$ cat src/rtl/sram_dual_bank_arbiter_pkg.sv
// rtl/sram_dual_bank_arbiter_pkg.sv - shared types and widths for the dual-bank SRAM arbiter
package sram_dual_bank_arbiter_pkg;

  localparam int ADDR_W   = 20;
  localparam int BANK_BIT = 19;

  typedef enum logic [1:0] {
    ST_IDLE   = 2'd0,
    ST_SETUP  = 2'd1,
    ST_STROBE = 2'd2,
    ST_HOLD   = 2'd3
  } state_t;

endpackage

$ cat src/rtl/sram_dual_bank_arbiter_rr.sv
// rtl/sram_dual_bank_arbiter_rr.sv - two-way grant logic with last-grant memory and B-priority override
module sram_dual_bank_arbiter_rr #(
  parameter int PRIO_B = 0
) (
  input  logic clk,
  input  logic reset_n,
  input  logic a_req,
  input  logic b_req,
  input  logic update,
  output logic grant_b
);

  logic last_b;

  // On a tie the port that did not win last time goes next, unless B is forced to win.
  always_comb begin
    grant_b = 1'b0;
    if (a_req && b_req) begin
      grant_b = (PRIO_B != 0) ? 1'b1 : ~last_b;
    end else if (b_req) begin
      grant_b = 1'b1;
    end
  end

  always_ff @(posedge clk or negedge reset_n) begin
    if (!reset_n) begin
      last_b <= 1'b1;
    end else if (update && (a_req || b_req)) begin
      last_b <= grant_b;
    end
  end

endmodule

$ cat src/rtl/sram_dual_bank_arbiter.sv
// rtl/sram_dual_bank_arbiter.sv - shares two async 512KB x8 SRAM banks between ports A and B
module sram_dual_bank_arbiter
  import sram_dual_bank_arbiter_pkg::*;
#(
  parameter int ACCESS_CYCLES = 2,
  parameter int PRIO_B        = 0
) (
  input  logic              clk,
  input  logic              reset_n,
  input  logic              a_req,
  input  logic [ADDR_W-1:0] a_addr,
  input  logic              a_we,
  input  logic [7:0]        a_wdata,
  output logic              a_ack,
  input  logic              b_req,
  input  logic [ADDR_W-1:0] b_addr,
  input  logic              b_we,
  input  logic [7:0]        b_wdata,
  output logic              b_ack,
  output logic [7:0]        rdata,
  output logic              busy,
  output logic [18:0]       sram_a,
  output logic              sram0_we_n,
  output logic              sram1_we_n,
  output logic [7:0]        sram0_d_out,
  output logic [7:0]        sram1_d_out,
  output logic              sram0_d_oe,
  output logic              sram1_d_oe,
  input  logic [7:0]        sram0_d_in,
  input  logic [7:0]        sram1_d_in
);

  localparam logic [3:0] STROBE_LAST = 4'(ACCESS_CYCLES - 1);

  state_t            state;
  logic [3:0]        cnt;
  logic              we;
  logic              bank;
  logic              gnt_b;
  logic              grant_b;
  logic [ADDR_W-1:0] sel_addr;
  logic              sel_we;
  logic [7:0]        sel_wdata;

  sram_dual_bank_arbiter_rr #(
    .PRIO_B(PRIO_B)
  ) u_rr (
    .clk    (clk),
    .reset_n(reset_n),
    .a_req  (a_req),
    .b_req  (b_req),
    .update (state == ST_IDLE),
    .grant_b(grant_b)
  );

  always_comb begin
    sel_addr  = a_addr;
    sel_we    = a_we;
    sel_wdata = a_wdata;
    if (grant_b) begin
      sel_addr  = b_addr;
      sel_we    = b_we;
      sel_wdata = b_wdata;
    end
  end

  // Every pin is registered; each state's pin values are loaded on the edge that enters it.
  always_ff @(posedge clk or negedge reset_n) begin
    if (!reset_n) begin
      state       <= ST_IDLE;
      cnt         <= 4'd0;
      we          <= 1'b0;
      bank        <= 1'b0;
      gnt_b       <= 1'b0;
      a_ack       <= 1'b0;
      b_ack       <= 1'b0;
      rdata       <= 8'h00;
      busy        <= 1'b0;
      sram_a      <= 19'd0;
      sram0_we_n  <= 1'b1;
      sram1_we_n  <= 1'b1;
      sram0_d_out <= 8'h00;
      sram1_d_out <= 8'h00;
      sram0_d_oe  <= 1'b0;
      sram1_d_oe  <= 1'b0;
    end else begin
      a_ack <= 1'b0;
      b_ack <= 1'b0;
      case (state)
        ST_IDLE: begin
          if (a_req || b_req) begin
            state  <= ST_SETUP;
            busy   <= 1'b1;
            gnt_b  <= grant_b;
            we     <= sel_we;
            bank   <= sel_addr[BANK_BIT];
            sram_a <= sel_addr[BANK_BIT-1:0];
            if (sel_we) begin
              if (sel_addr[BANK_BIT]) begin
                sram1_d_out <= sel_wdata;
                sram1_d_oe  <= 1'b1;
              end else begin
                sram0_d_out <= sel_wdata;
                sram0_d_oe  <= 1'b1;
              end
            end
          end
        end
        ST_SETUP: begin
          state <= ST_STROBE;
          cnt   <= STROBE_LAST;
          if (we) begin
            if (bank) sram1_we_n <= 1'b0;
            else      sram0_we_n <= 1'b0;
          end
        end
        ST_STROBE: begin
          if (cnt == 4'd0) begin
            state      <= ST_HOLD;
            sram0_we_n <= 1'b1;
            sram1_we_n <= 1'b1;
            if (!we) rdata <= bank ? sram1_d_in : sram0_d_in;
            if (gnt_b) b_ack <= 1'b1;
            else       a_ack <= 1'b1;
          end else begin
            cnt <= cnt - 4'd1;
          end
        end
        ST_HOLD: begin
          state      <= ST_IDLE;
          busy       <= 1'b0;
          sram0_d_oe <= 1'b0;
          sram1_d_oe <= 1'b0;
        end
        default: state <= ST_IDLE;
      endcase
    end
  end

endmodule

$ cat config.mk
export PLATFORM = sky130hd
export DESIGN_NAME = sram_dual_bank_arbiter
export DESIGN_NICKNAME = d
export VERILOG_FILES = /design/src/rtl/sram_dual_bank_arbiter_pkg.sv /design/src/rtl/sram_dual_bank_arbiter_rr.sv /design/src/rtl/sram_dual_bank_arbiter.sv
export SDC_FILE = /design/constraint.sdc
export NUM_CORES = 1
export LEC_CHECK = 0
export CORE_ASPECT_RATIO = 0.9
export CORE_MARGIN = 3
export CORE_UTILIZATION = 42
export DETAILED_ROUTE_END_ITERATION = 16
export HOLD_SLACK_MARGIN = 0.02
export PLACE_DENSITY = 0.84
export SYNTH_ARGS = -nofsm -noshare
export SYNTH_HDL_FRONTEND = slang
export SYNTH_HIERARCHICAL = 1
export SYNTH_SLANG_ARGS = --single-unit
export TNS_END_PERCENT = 30
$ cat constraint.sdc
create_clock -name clk -period 2.45 [get_ports clk]
set_clock_uncertainty 0.1 [all_clocks]
set_input_delay 0.3675 -clock clk [delete_from_list [all_inputs] [get_ports clk]]
set_output_delay 0.3675 -clock clk [all_outputs]
set_load 0.02 [all_outputs]
# Yosys cells after proc, flatten, opt, wreduce, memory -nomap -nowiden
# Index checks and enable logic that the tools add are counted.
[word_totals] reg_bits=60 latch_bits=0 ram_bits=0 mem_bits_ro=0 inputBits=78 out_inout_bits=50 memories=0
[op_classes] add_sub_neg=1 n_mul=0 div=0 magnitude_cmp=0 eq_ne=12 n_shift=0 muxes=34 bitwise=3 n_reduce_logical=18
[op_table] operator="4-bit AND reduction" n=6
[op_table] operator="1-bit 2-to-1 mux" n=21
[op_table] operator="20-bit 2-to-1 mux" n=1
[op_table] operator="2-bit != test (second input constant)" n=9
[op_table] operator="8-bit 2-to-1 mux" n=2
[op_table] operator="1-bit one-hot mux with 2 select lines" n=5
[op_table] operator="2-bit one-hot mux with 4 select lines" n=1
[op_table] operator="4-bit one-hot mux with 2 select lines" n=1
[op_table] operator="2-bit AND reduction" n=4
[op_table] operator="2-bit equality test (second input constant)" n=2
[op_table] operator="4-bit zero test" n=1
[op_table] operator="2-bit 2-to-1 mux" n=2
[op_table] operator="4-bit 2-to-1 mux" n=1
[op_table] operator="2-bit nonzero test" n=2
[op_table] operator="4-bit by 1-bit subtractor with 4-bit output (second input constant)" n=1
[op_table] operator="1-bit NOT" n=3
[op_table] operator="3-bit AND reduction" n=1
[op_table] operator="2-bit by 1-bit equality test with 1-bit output (second input constant)" n=1
[op_table] operator="1-bit logical AND" n=2
[op_table] operator="2-bit zero test" n=1
[op_table] operator="1-bit logical OR" n=1

# Longest topological paths before layout
# Gate-level depths: netlist of the first run.
[logic_depth] word_depth=7 depth_mapped=6

# Modules after synthesis
# Netlist of the first run, hierarchy kept.
[by_module_without_submodules] mod="sram_dual_bank_arbiter" instances=1 cells_each=240 area_per_inst_um2=2861.5 seq_area_each_um2=1478.9
[by_module_without_submodules] mod="sram_dual_bank_arbiter_rr" instances=1 cells_each=4 area_per_inst_um2=45.0 seq_area_each_um2=26.3

# Worst setup path before layout of the first run
# OpenSTA, ideal clock, no wires.
[synth_timing] path_kind="register to register" start="reg u_rr.last_b" end="reg sram0_d_out[0]" setup_time_ns=0.125 arrival_ns=1.734 slack_ns=0.492 path_stages_with_launch=6 n_path_buf=1 synth_period_minus_slack_ns=1.958 path_cell_list="dfstp_2 a21boi_0 buf_6 mux2_4 nor3_4 mux2_2"
[synth_via] elab_chain_len=5 word_cells_on_any_way=7 classes_between="mux: 4; bitwise: 2; reduce/logical: 1"
[synth_lines] item="start: declaration" line_no="sram_dual_bank_arbiter_rr.sv:13" source="logic last_b;"
[synth_lines] item="start signal: assignment" line_no="sram_dual_bank_arbiter_rr.sv:29" source="last_b <= grant_b;"
[synth_lines] item="1-bit NOT (*)" line_no="sram_dual_bank_arbiter_rr.sv:19" source="grant_b = (PRIO_B != 0) ? 1'b1 : ~last_b;"
[synth_lines] item="1-bit 2-to-1 mux (*)" line_no="sram_dual_bank_arbiter_rr.sv:18" source="if (a_req && b_req) begin"
[synth_lines] item="named net grant_b" line_no="sram_dual_bank_arbiter.sv:40" source="logic grant_b;"
[synth_lines] item="20-bit 2-to-1 mux" line_no="sram_dual_bank_arbiter.sv:60" source="if (grant_b) begin"
[synth_lines] item="1-bit NOT (no source line)"
[synth_lines] item="4-bit AND reduction (no source line)"
[synth_lines] item="end signal: assignment" line_no="sram_dual_bank_arbiter.sv:103" source="sram0_d_out <= sel_wdata;"
[synth_lines] item="end: declaration" line_no="sram_dual_bank_arbiter.sv:25" source="output logic [7:0] sram0_d_out,"
# Mark *: on every way through the listed nets, which the timed path passes. The rest lies on a longest branch.
# A chain may end at the register's enable or synchronous reset.

# Worst setup path after layout of the first run
[layout_timing] start="in b_req" end="reg sram0_d_out[1]"
[layout_via] elab_chain_len=5 word_cells_on_any_way=9 classes_between="mux: 5; bitwise: 1; reduce/logical: 3"
[layout_lines] item="start: declaration" line_no="sram_dual_bank_arbiter.sv:15" source="input logic b_req,"
[layout_lines] item="1-bit 2-to-1 mux / 1-bit logical AND (equally long branches)" line_no="sram_dual_bank_arbiter_rr.sv:20, sram_dual_bank_arbiter_rr.sv:18"
[layout_lines] item="1-bit 2-to-1 mux (*)" line_no="sram_dual_bank_arbiter_rr.sv:18"
[layout_lines] item="named net grant_b" line_no="sram_dual_bank_arbiter.sv:40"
[layout_lines] item="20-bit 2-to-1 mux" line_no="sram_dual_bank_arbiter.sv:60"
[layout_lines] item="1-bit NOT (no source line)"
[layout_lines] item="4-bit AND reduction (no source line)"
# Marked as above.

==> flow_metrics.env, run 1 <==
export IMPL_crit_buf_inv=3
export IMPL_grt_pass1_vias=2482
export IMPL_crit_slowest_cell="clkdlybuf4s50_1"
export IMPL_cts_buffer_depth=2
export IMPL_area_growth_pct=57.7
export IMPL_wl_um=7650
export IMPL_r2r_start="cnt[0]$_DFFE_PN0P_"
export IMPL_synth_seq_area_share_pct=51.8
export IMPL_clk_latency_ns=0.32
export IMPL_dp_cells=465
export IMPL_synth_top_family_by_area="multiplexers"
export IMPL_crit_end="sram0_d_out[1]$_DFFE_PN0P_"
export IMPL_cts_tree="yes"
export IMPL_worstRegToRegCells=5
export IMPL_max_vdd_ir_drop_mv=0.648
export IMPL_synth_area_um2=2910
export IMPL_placementRows=28
export IMPL_status="finished, final reports clean"
export IMPL_required_ns=2.56
export IMPL_grt_usage_pct=20.2
export IMPL_nNetsFinal=472
export IMPL_worstMarginPinSlew_ns=0.591
export IMPL_synth_xor_area_share_pct=0.301
export IMPL_avgSynthCellArea_um2=11.9
export IMPL_drtAntennaViolNets=0
export IMPL_drt_pass1_iterations=4
export IMPL_drive_above_1_share_pct=21.0
export IMPL_cts_buffers=9
export IMPL_slew_headroom_pct=60.5
export IMPL_place_congestion=0.796
export IMPL_die_w_um=93.7
export IMPL_setup_violations_final=0
export IMPL_critPathTopFamily="buffers and inverters"
export IMPL_fin_tns_setup_ns=0
export IMPL_p_leak_nw=1.96
export IMPL_grt_pass1_wl_um=12500
export IMPL_dieArea_um2=7960
export IMPL_cp_startpoint="b_req"
export IMPL_drc=0
export IMPL_rrSetupSlack_ns=0.40
export IMPL_syn_nets=329
export IMPL_routedWlPerCell_um=15.9
export IMPL_die_height_um=84.9
export IMPL_ctsHoldBuffers=1
export IMPL_synth_cell_type_count=37
export IMPL_hp_class="input pin to async pin"
export IMPL_htreeDepth=3
export IMPL_vias=2403
export IMPL_fmax_mhz=484
export IMPL_critPathCaptureType="flip-flop"
export IMPL_cts_sink_count=60
export IMPL_post_cts_buffers=0
export IMPL_fin_cells=481
export IMPL_path_depth=7
export IMPL_io_buffers=127
export IMPL_slew_violations=0
export IMPL_synth_compound_area_share_pct=8.91
export IMPL_worstReg2RegEnd="state[1]$_DFFE_PN0P_"
export IMPL_synth_warnings=6
export IMPL_yosys_area_top_type="dfrtp_1"
export IMPL_total_power_mw=5.41
export IMPL_coreArea_um2=6660
export IMPL_num_io_pins=128
export IMPL_drt_iter0_markers=42
export IMPL_antennaDiodeCount=0
export IMPL_finalHoldViolations=0
export IMPL_fin_crit_ns=2.07
export IMPL_crit_chain="clkdlybuf4s50_1 -> a21boi_4 -> buf_4 -> mux2i_2 -> nor3_4 -> buf_12 -> mux2_2"
export IMPL_ys_ff_latch=60
export IMPL_start_util_pct=43.7
export IMPL_synth_adder_area_share_pct=3.01
export IMPL_finalCritPeriodShare_pct=84.3
export IMPL_critPathArrivalTime_ns=2.17
export IMPL_vias_per_cell=5.00
export IMPL_most_common_layout_cells="clkdlybuf4s50_1 (126), dfrtp_1 (57), mux2_2 (41)"
export IMPL_path_max_fanout=9
export IMPL_synth_area_leaders="dfrtp_1 (49%), mux2_2 (16%), mux2i_1 (7.6%), nand2_1 (3.6%), o21ai_0 (3.6%)"
export IMPL_synth_top_area_share_pct=49.1
export IMPL_max_cap_violations=0
export IMPL_final_common_cell="clkdlybuf4s50_1"
export IMPL_critPathMaxStageDelay_ns=0.49
export IMPL_gr_total_overflow=0
export IMPL_yosys_area_share_simple_pct=9.08
export IMPL_synthCells=244
export IMPL_crit_path_start_kind="input pin"
export IMPL_clk_pin_slew_worst_paths_ns=0.06
export IMPL_grt_start_max_net_pins=31
export IMPL_cts_resized=0
export IMPL_critical_path_class="input pin to flip-flop"
export IMPL_dpl_hpwl_um=5830
export IMPL_cts_root_buf="clkbuf_8"
export IMPL_synth_mux_area_share_pct=24.5
export IMPL_rsz0062_at_grt="false"
export IMPL_antenna_found_initial=0
export IMPL_p_per_area_nw_per_um2=1180
==> through the flow <==
step	hold WS, ns	setup WS [ns]	instance area [µm²]	utilization, %
2_1_floorplan	-0.0281	0.492	2910	-
5_1_grt	0.263	0.325	4580	68.9
3_5_place_dp	0.0724	0.0484	4390	65.9
4_1_cts	0.249	0.393	4580	68.9
6_report	0.268	0.384	4580	68.9
3_3_place_gp	0.0713	0.0897	4390	65.9
==> where the power goes <==
group	leakage, nW	switching, mW	internal [mW]
sequential	0.731	0.327	1.48
combinational	1.13	1.34	1.43
clock	0.0986	0.362	0.472
==> worst min-delay path by stage <==
stage / endpoint / depth (start not counted) / start
2_1_floorplan: a_ack$_DFF_PN0_ / 0 / reset_n
3_3_place_gp: sram_a[0]$_DFFE_PN0P_ / 1 / reset_n
3_5_place_dp: sram_a[18]$_DFFE_PN0P_ / 1 / reset_n
4_1_cts: sram_a[18]$_DFFE_PN0P_ / 2 / reset_n
5_1_grt: sram_a[18]$_DFFE_PN0P_ / 2 / reset_n
6_report: sram_a[18]$_DFFE_PN0P_ / 2 / reset_n
==> sequential cells by signal, summed over array words and instances (netlist names) <==
name         flops
state            2
b_ack            1
a_ack            1
cnt              4
sram0_we_n       1
bank             1
sram1_we_n       1
sram1_d_out      8
sram1_d_oe       1
sram0_d_out      8
rdata            8
we               1
busy             1
gnt_b            1
u_rr/last_b      1
sram0_d_oe       1
sram_a          19
==> Yosys cell counts (all sizes together) <==
library cell   n
dfrtp         57
mux2          42
nand2         28
mux2i         23
o21ai         22
a21oi          7
ha             7
nor2           7
inv            6
buf            5
clkbuf         5
nor3           5
a31oi          3
dfstp          3
nand2b         3
nand3          3
a2bb2oi        2
nor3b          2
o21a           2
o22a           2
a211oi         1
a21boi         1
a31o           1
and3           1
nand3b         1
nand4bb        1
o31ai          1
o32a           1
or3b           1
xnor2          1
==> cell families after synthesis <==
family          count (synthesis)
mux                            65
buf+inv                        16
compound gates                 43
fa+ha+maj                       7
simple gates                   52
xor+xnor                        1
flops                          60
==> layer usage <==
layer / GRT usage [%] / vias to the layer above / part of all wire [%]
met5: 0 / - / 0
met4: 7.61 / 0 / 1.6
met3: 7.71 / 10 / 9.3
met2: 32.6 / 100 / 47
met1: 24.6 / 1142 / 42
li1: - / 1151 / -
==> area by class of cell <==
class	count	area, µm²
clock buffer	14	183
sequential	60	1510
multi-input combinational	168	1350
clock inverter	1	5.00
inverter	6	22.5
fill	489	2070
timing repair buffer	142	1410
tap	90	113
Note: power is estimated with default switching activity, not from simulation.
==> run 2: changes to the inputs <==
==> constraint.sdc (replaced) <==
create_clock -name clk -period 1.96 [get_ports clk]
set_clock_uncertainty 0.1 [all_clocks]
set_input_delay 0.294 -clock clk [delete_from_list [all_inputs] [get_ports clk]]
set_output_delay 0.294 -clock clk [all_outputs]
set_load 0.02 [all_outputs]
==> flow_metrics.env, run 2 (synthesized netlist as in run 1, its figures left out) <==
export IMPL_status="finished, final reports clean"
export IMPL_fin_cells=487
export IMPL_grt_pass1_wl_um=11600
export IMPL_drtAntennaViolNets=0
export IMPL_vias=2370
export IMPL_clk_pin_slew_worst_paths_ns=0.06
export IMPL_die_w_um=93.7
export IMPL_critPathTopFamily="multiplexers"
export IMPL_drt_iter0_markers=46
export IMPL_grt_usage_pct=18.6
export IMPL_drive_above_1_share_pct=22.4
export IMPL_most_common_layout_cells="clkdlybuf4s50_1 (126), dfrtp_1 (57), mux2_2 (41)"
export IMPL_coreArea_um2=6660
export IMPL_p_per_area_nw_per_um2=1450
export IMPL_top_register="sram_a"
export IMPL_path_max_fanout=8
export IMPL_place_congestion=0.807
export IMPL_max_cap_violations=0
export IMPL_cts_root_buf="clkbuf_8"
export IMPL_placementRows=28
export IMPL_drt_pass1_iterations=4
export IMPL_gr_total_overflow=0
export IMPL_wl_um=7230
export IMPL_rsz0062_at_grt="true"
export IMPL_p_leak_nw=1.97
export IMPL_worstMarginPinSlew_ns=0.458
export IMPL_critPathCaptureType="flip-flop"
export IMPL_finalHoldViolations=0
export IMPL_largest_reg_flops=19
export IMPL_critical_path_class="input pin to flip-flop"
export IMPL_fin_tns_setup_ns=0
export IMPL_dpl_hpwl_um=5590
export IMPL_crit_path_start_kind="input pin"
export IMPL_htreeDepth=3
export IMPL_setup_violations_final=0
export IMPL_antennaDiodeCount=0
export IMPL_crit_buf_inv=2
export IMPL_fmax_mhz=520
export IMPL_slew_headroom_pct=69.4
export IMPL_finalCritPeriodShare_pct=98.2
export IMPL_dieArea_um2=7960
export IMPL_drc=0
export IMPL_critPathArrivalTime_ns=2.03
export IMPL_hp_class="input pin to async pin"
export IMPL_slew_violations=0
export IMPL_crit_chain="clkdlybuf4s50_1 -> a21boi_4 -> mux2_4 -> nor3_4 -> buf_12 -> mux2_2"
export IMPL_num_io_pins=128
export IMPL_cts_sink_count=60
export IMPL_max_vdd_ir_drop_mv=0.953
export IMPL_nNetsFinal=477
export IMPL_area_growth_pct=58.9
export IMPL_vias_per_cell=4.87
export IMPL_required_ns=2.07
export IMPL_clk_latency_ns=0.33
export IMPL_cts_buffer_depth=2
export IMPL_cts_tree="yes"
export IMPL_total_power_mw=6.71
export IMPL_cts_buffers=9
export IMPL_crit_slowest_cell="clkdlybuf4s50_1"
export IMPL_grt_pass1_vias=2513
export IMPL_final_common_cell="clkdlybuf4s50_1"
export IMPL_routedWlPerCell_um=14.9
export IMPL_post_cts_buffers=0
export IMPL_fin_crit_ns=1.92
export IMPL_fin_util_pct=69.4
export IMPL_antenna_found_initial=0
export IMPL_setup_slack_ns=0.0357
export IMPL_grt_start_max_net_pins=45
export IMPL_critPathMaxStageDelay_ns=0.49
export IMPL_die_height_um=84.9
export IMPL_io_buffers=127
export IMPL_dp_cells=470
export IMPL_pre_cts_slack_ns=-0.323
export IMPL_start_util_pct=43.7
==> run 2: per-layer routing <==
layer | part of all wire, % | wire length [µm] | track usage [%]
met1 | 41 | 2960 | 21.8
met2 | 46 | 3330 | 29.7
met3 | 11 | 826 | 8.24
met4 | 1.5 | 110 | 8.14
met5 | 0 | 0 | 0
==> run 2: cell type report <==
cell class                 count  area [µm²]
fill                         489        2040
sequential                    60        1510
timing repair buffer         147        1440
multi-input combinational    168        1370
clock buffer                  14         153
tap                           90         113
inverter                       6        22.5
clock inverter                 2        10.0
==> run 2: repair_timing <==
action	CTS	global route
hold endpoints to repair	57	0
setup endpoints to repair	0	24
hold buffers	1	0
resized for setup	0	6
==> run 2: through the flow <==
step / hold WS (ns) / instance area (µm²)
after floorplan: -0.102 / 2910
after global placement: -0.0128 / 4420
after detailed placement: -0.00989 / 4420
after CTS: 0.168 / 4600
after global routing: 0.191 / 4620
final: 0.192 / 4620
==> run 2: worst paths after layout <==
path | startpoint | end | slack, ns | cells past startpoint
worst max-delay path | b_req | sram0_d_out[6]$_DFFE_PN0P_ | 0.04 | 6
worst min-delay path | reset_n | sram_a[18]$_DFFE_PN0P_ | 0.19 | 2
worst max register to register | u_rr/last_b$_DFFE_PN1P_ | sram1_d_out[2]$_DFFE_PN0P_ | 0.05 | 6
worst min register to register | gnt_b$_DFFE_PN0P_ | a_ack$_DFF_PN0_ | 0.37 | 1
max in group asynchronous | reset_n | sram1_we_n$_DFFE_PN1P_ | 0.99 | 3
min in group clk | gnt_b$_DFFE_PN0P_ | a_ack$_DFF_PN0_ | 0.37 | 1
==> run 2: power by group <==
part           switching (mW)  internal (mW)
Clock                   0.435          0.491
Combinational            1.70           1.83
Sequential              0.401           1.85
==> run 3: changes to the inputs <==
==> constraint.sdc (replaced) <==
create_clock -name clk -period 1.96 [get_ports clk]
set_clock_uncertainty 0.1 [all_clocks]
set_input_delay 0.392 -clock clk [delete_from_list [all_inputs] [get_ports clk]]
set_output_delay 0.392 -clock clk [all_outputs]
set_load 0.02 [all_outputs]
==> flow_metrics.env, run 3 (synthesized netlist as in run 1, its figures left out) <==
export IMPL_status="finished, final reports clean"
export IMPL_antenna_found_initial=0
export IMPL_clk_latency_ns=0.32
export IMPL_setup_violations_final=0
export IMPL_vias=2425
export IMPL_gr_total_overflow=0
export IMPL_crit_path_start_kind="flip-flop"
export IMPL_top_register="sram_a"
export IMPL_fin_cells=488
export IMPL_holdPathEnd="a_ack$_DFF_PN0_"
export IMPL_hold_ws_ns=0.359
export IMPL_pwr_share_seq_pct=33.8
export IMPL_power_frac_clock_pct=13.6
export IMPL_critPathArrivalTime_ns=1.98
export IMPL_worstRegToRegCells=5
export IMPL_holdPathStages=1
export IMPL_power_switching_mw=2.56
export IMPL_critical_path_class="flip-flop to flip-flop"
export IMPL_p_leak_nw=2.00
export IMPL_drc=0
export IMPL_drt_pass1_iterations=4
export IMPL_p_per_area_nw_per_um2=1450
export IMPL_required_ns=2.07
export IMPL_dieArea_um2=7960
export IMPL_htreeDepth=3
export IMPL_netSwitchingFraction_pct=38.0
export IMPL_worstMarginPinSlew_ns=0.505
export IMPL_hold_start="gnt_b$_DFFE_PN0P_"
export IMPL_num_io_pins=128
export IMPL_stdcell_area_um2=4620
export IMPL_die_height_um=84.9
export IMPL_grt_start_max_net_pins=61
export IMPL_finalHoldViolations=0
export IMPL_slew_violations=0
export IMPL_drt_iter0_markers=83
export IMPL_start_util_pct=43.7
export IMPL_dp_cells=473
export IMPL_largest_reg_flops=19
export IMPL_coreArea_um2=6660
export IMPL_finalCritPeriodShare_pct=95.3
export IMPL_io_buffers=127
export IMPL_die_w_um=93.7
export IMPL_grt_pass1_vias=2643
export IMPL_wl_um=7390
export IMPL_cts_tree="yes"
export IMPL_cellInternalPower_mw=4.16
export IMPL_critPathCaptureType="flip-flop"
export IMPL_most_common_layout_cells="clkdlybuf4s50_1 (122), dfrtp_1 (57), mux2_2 (41)"
export IMPL_antennaDiodeCount=0
export IMPL_r2r_start="u_rr/last_b$_DFFE_PN1P_"
export IMPL_max_vdd_ir_drop_mv=1.02
export IMPL_fmax_mhz=535
export IMPL_hp_class="flip-flop to flip-flop"
export IMPL_path_max_fanout=5
export IMPL_grt_pass1_wl_um=12100
export IMPL_cts_buffer_depth=2
export IMPL_p_comb_share_pct=52.5
export IMPL_rrSetupSlack_ns=0.09
export IMPL_max_cap_violations=0
export IMPL_fin_crit_ns=1.87
export IMPL_vias_per_cell=4.97
export IMPL_dpl_hpwl_um=5620
export IMPL_place_congestion=0.750
export IMPL_placementRows=28
export IMPL_drive_above_1_share_pct=22.9
export IMPL_dpl_cell_area_um2=4430
export IMPL_area_growth_pct=59.1
export IMPL_fin_tns_setup_ns=0
export IMPL_post_cts_buffers=0
export IMPL_final_common_cell="clkdlybuf4s50_1"
export IMPL_nNetsFinal=480
export IMPL_slew_headroom_pct=66.4
export IMPL_pre_cts_slack_ns=-0.385
export IMPL_worstReg2RegEnd="sram0_d_out[1]$_DFFE_PN0P_"
export IMPL_routedWlPerCell_um=15.1
export IMPL_drtAntennaViolNets=0
export IMPL_cts_buffers=9
export IMPL_setup_slack_ns=0.0915
export IMPL_cts_root_buf="clkbuf_8"
export IMPL_rsz0062_at_grt="false"
export IMPL_grt_usage_pct=19.1
export IMPL_cts_sink_count=60
export IMPL_clk_pin_slew_worst_paths_ns=0.06
[run 3: cell types whose count changed in the layout (fill, tap and decap cells not counted), moves of 2 or more]
cell / delta
clkbuf_1: -3
buf_6: +2
buf_4: +2
clkdlybuf4s50_1: -4
dlygate4sd2_1: +4
[run 3: metal layers]
metal / track usage, % / vias up / wire [µm]
met3: 7.00 / 9 / 732
met5: 0 / - / 0
met2: 31.8 / 106 / 3500
met4: 6.56 / 0 / 65
met1: 22.9 / 1136 / 3090
li1: - / 1174 / -
[run 3: metrics by stage]
step                utilization (%)  power [mW]
floorplan                         -        4.13
global placement               66.6        5.70
detailed placement             66.6        5.80
CTS                            69.2        6.75
global route                   69.5        7.17
finish                         69.5        6.72
[run 3: final cells by class]
cell class              instances  area (µm²)
fillers                       506        2030
flip-flops and latches         60        1510
repair buffers                150        1460
multi-input cells             168        1370
clock buffers                  11         141
well taps                      90         113
inverters                       6        22.5
clock inverters                 3        15.0
[run 3: how the worst max path moves through the flow]
| stage | startpoint | to | slack, ns | depth (start not counted) |
|---|---|---|---|---|
| CTS | cnt[1]$_DFFE_PN0P_ | state[1]$_DFFE_PN0P_ | 0.03 | 5 |
| global route | u_rr/last_b$_DFFE_PN1P_ | sram0_d_out[2]$_DFFE_PN0P_ | 0.02 | 5 |
| detailed placement | b_req | sram0_d_out[3]$_DFFE_PN0P_ | -0.39 | 6 |
| floorplan | b_req | sram0_d_out[0]$_DFFE_PN0P_ | 0.05 | 5 |
| finish | u_rr/last_b$_DFFE_PN1P_ | sram0_d_out[1]$_DFFE_PN0P_ | 0.09 | 5 |
| global placement | b_req | sram0_d_out[6]$_DFFE_PN0P_ | -0.35 | 6 |
[run 3: worst max-delay path: stages (launching register included)]
cell and delay (ns):
dfstp_2 0.57, a21boi_4 0.09, mux2_4 0.33, nor3_4 0.20
buf_6 0.15, mux2_2 0.32
[run 3: power by group through the flow]
| stage | registers (mW) | clock network, mW | logic, mW |
|---|---|---|---|
| 4_1_cts | 2.27 | 0.946 | 3.53 |
| 2_1_floorplan | 2.79 | 0 | 1.34 |
| 3_5_place_dp | 2.28 | 0 | 3.52 |
| 3_3_place_gp | 2.26 | 0 | 3.44 |
| 5_1_grt | 2.35 | 1.00 | 3.82 |
| 6_report | 2.27 | 0.916 | 3.53 |
[run 3: what timing repair did]
item	CTS	global route
hold buffers	1	0
gates resized for setup	7	4
setup endpoints to repair	13	22
endpoints found under the hold margin	57	0
pin swaps	2	1
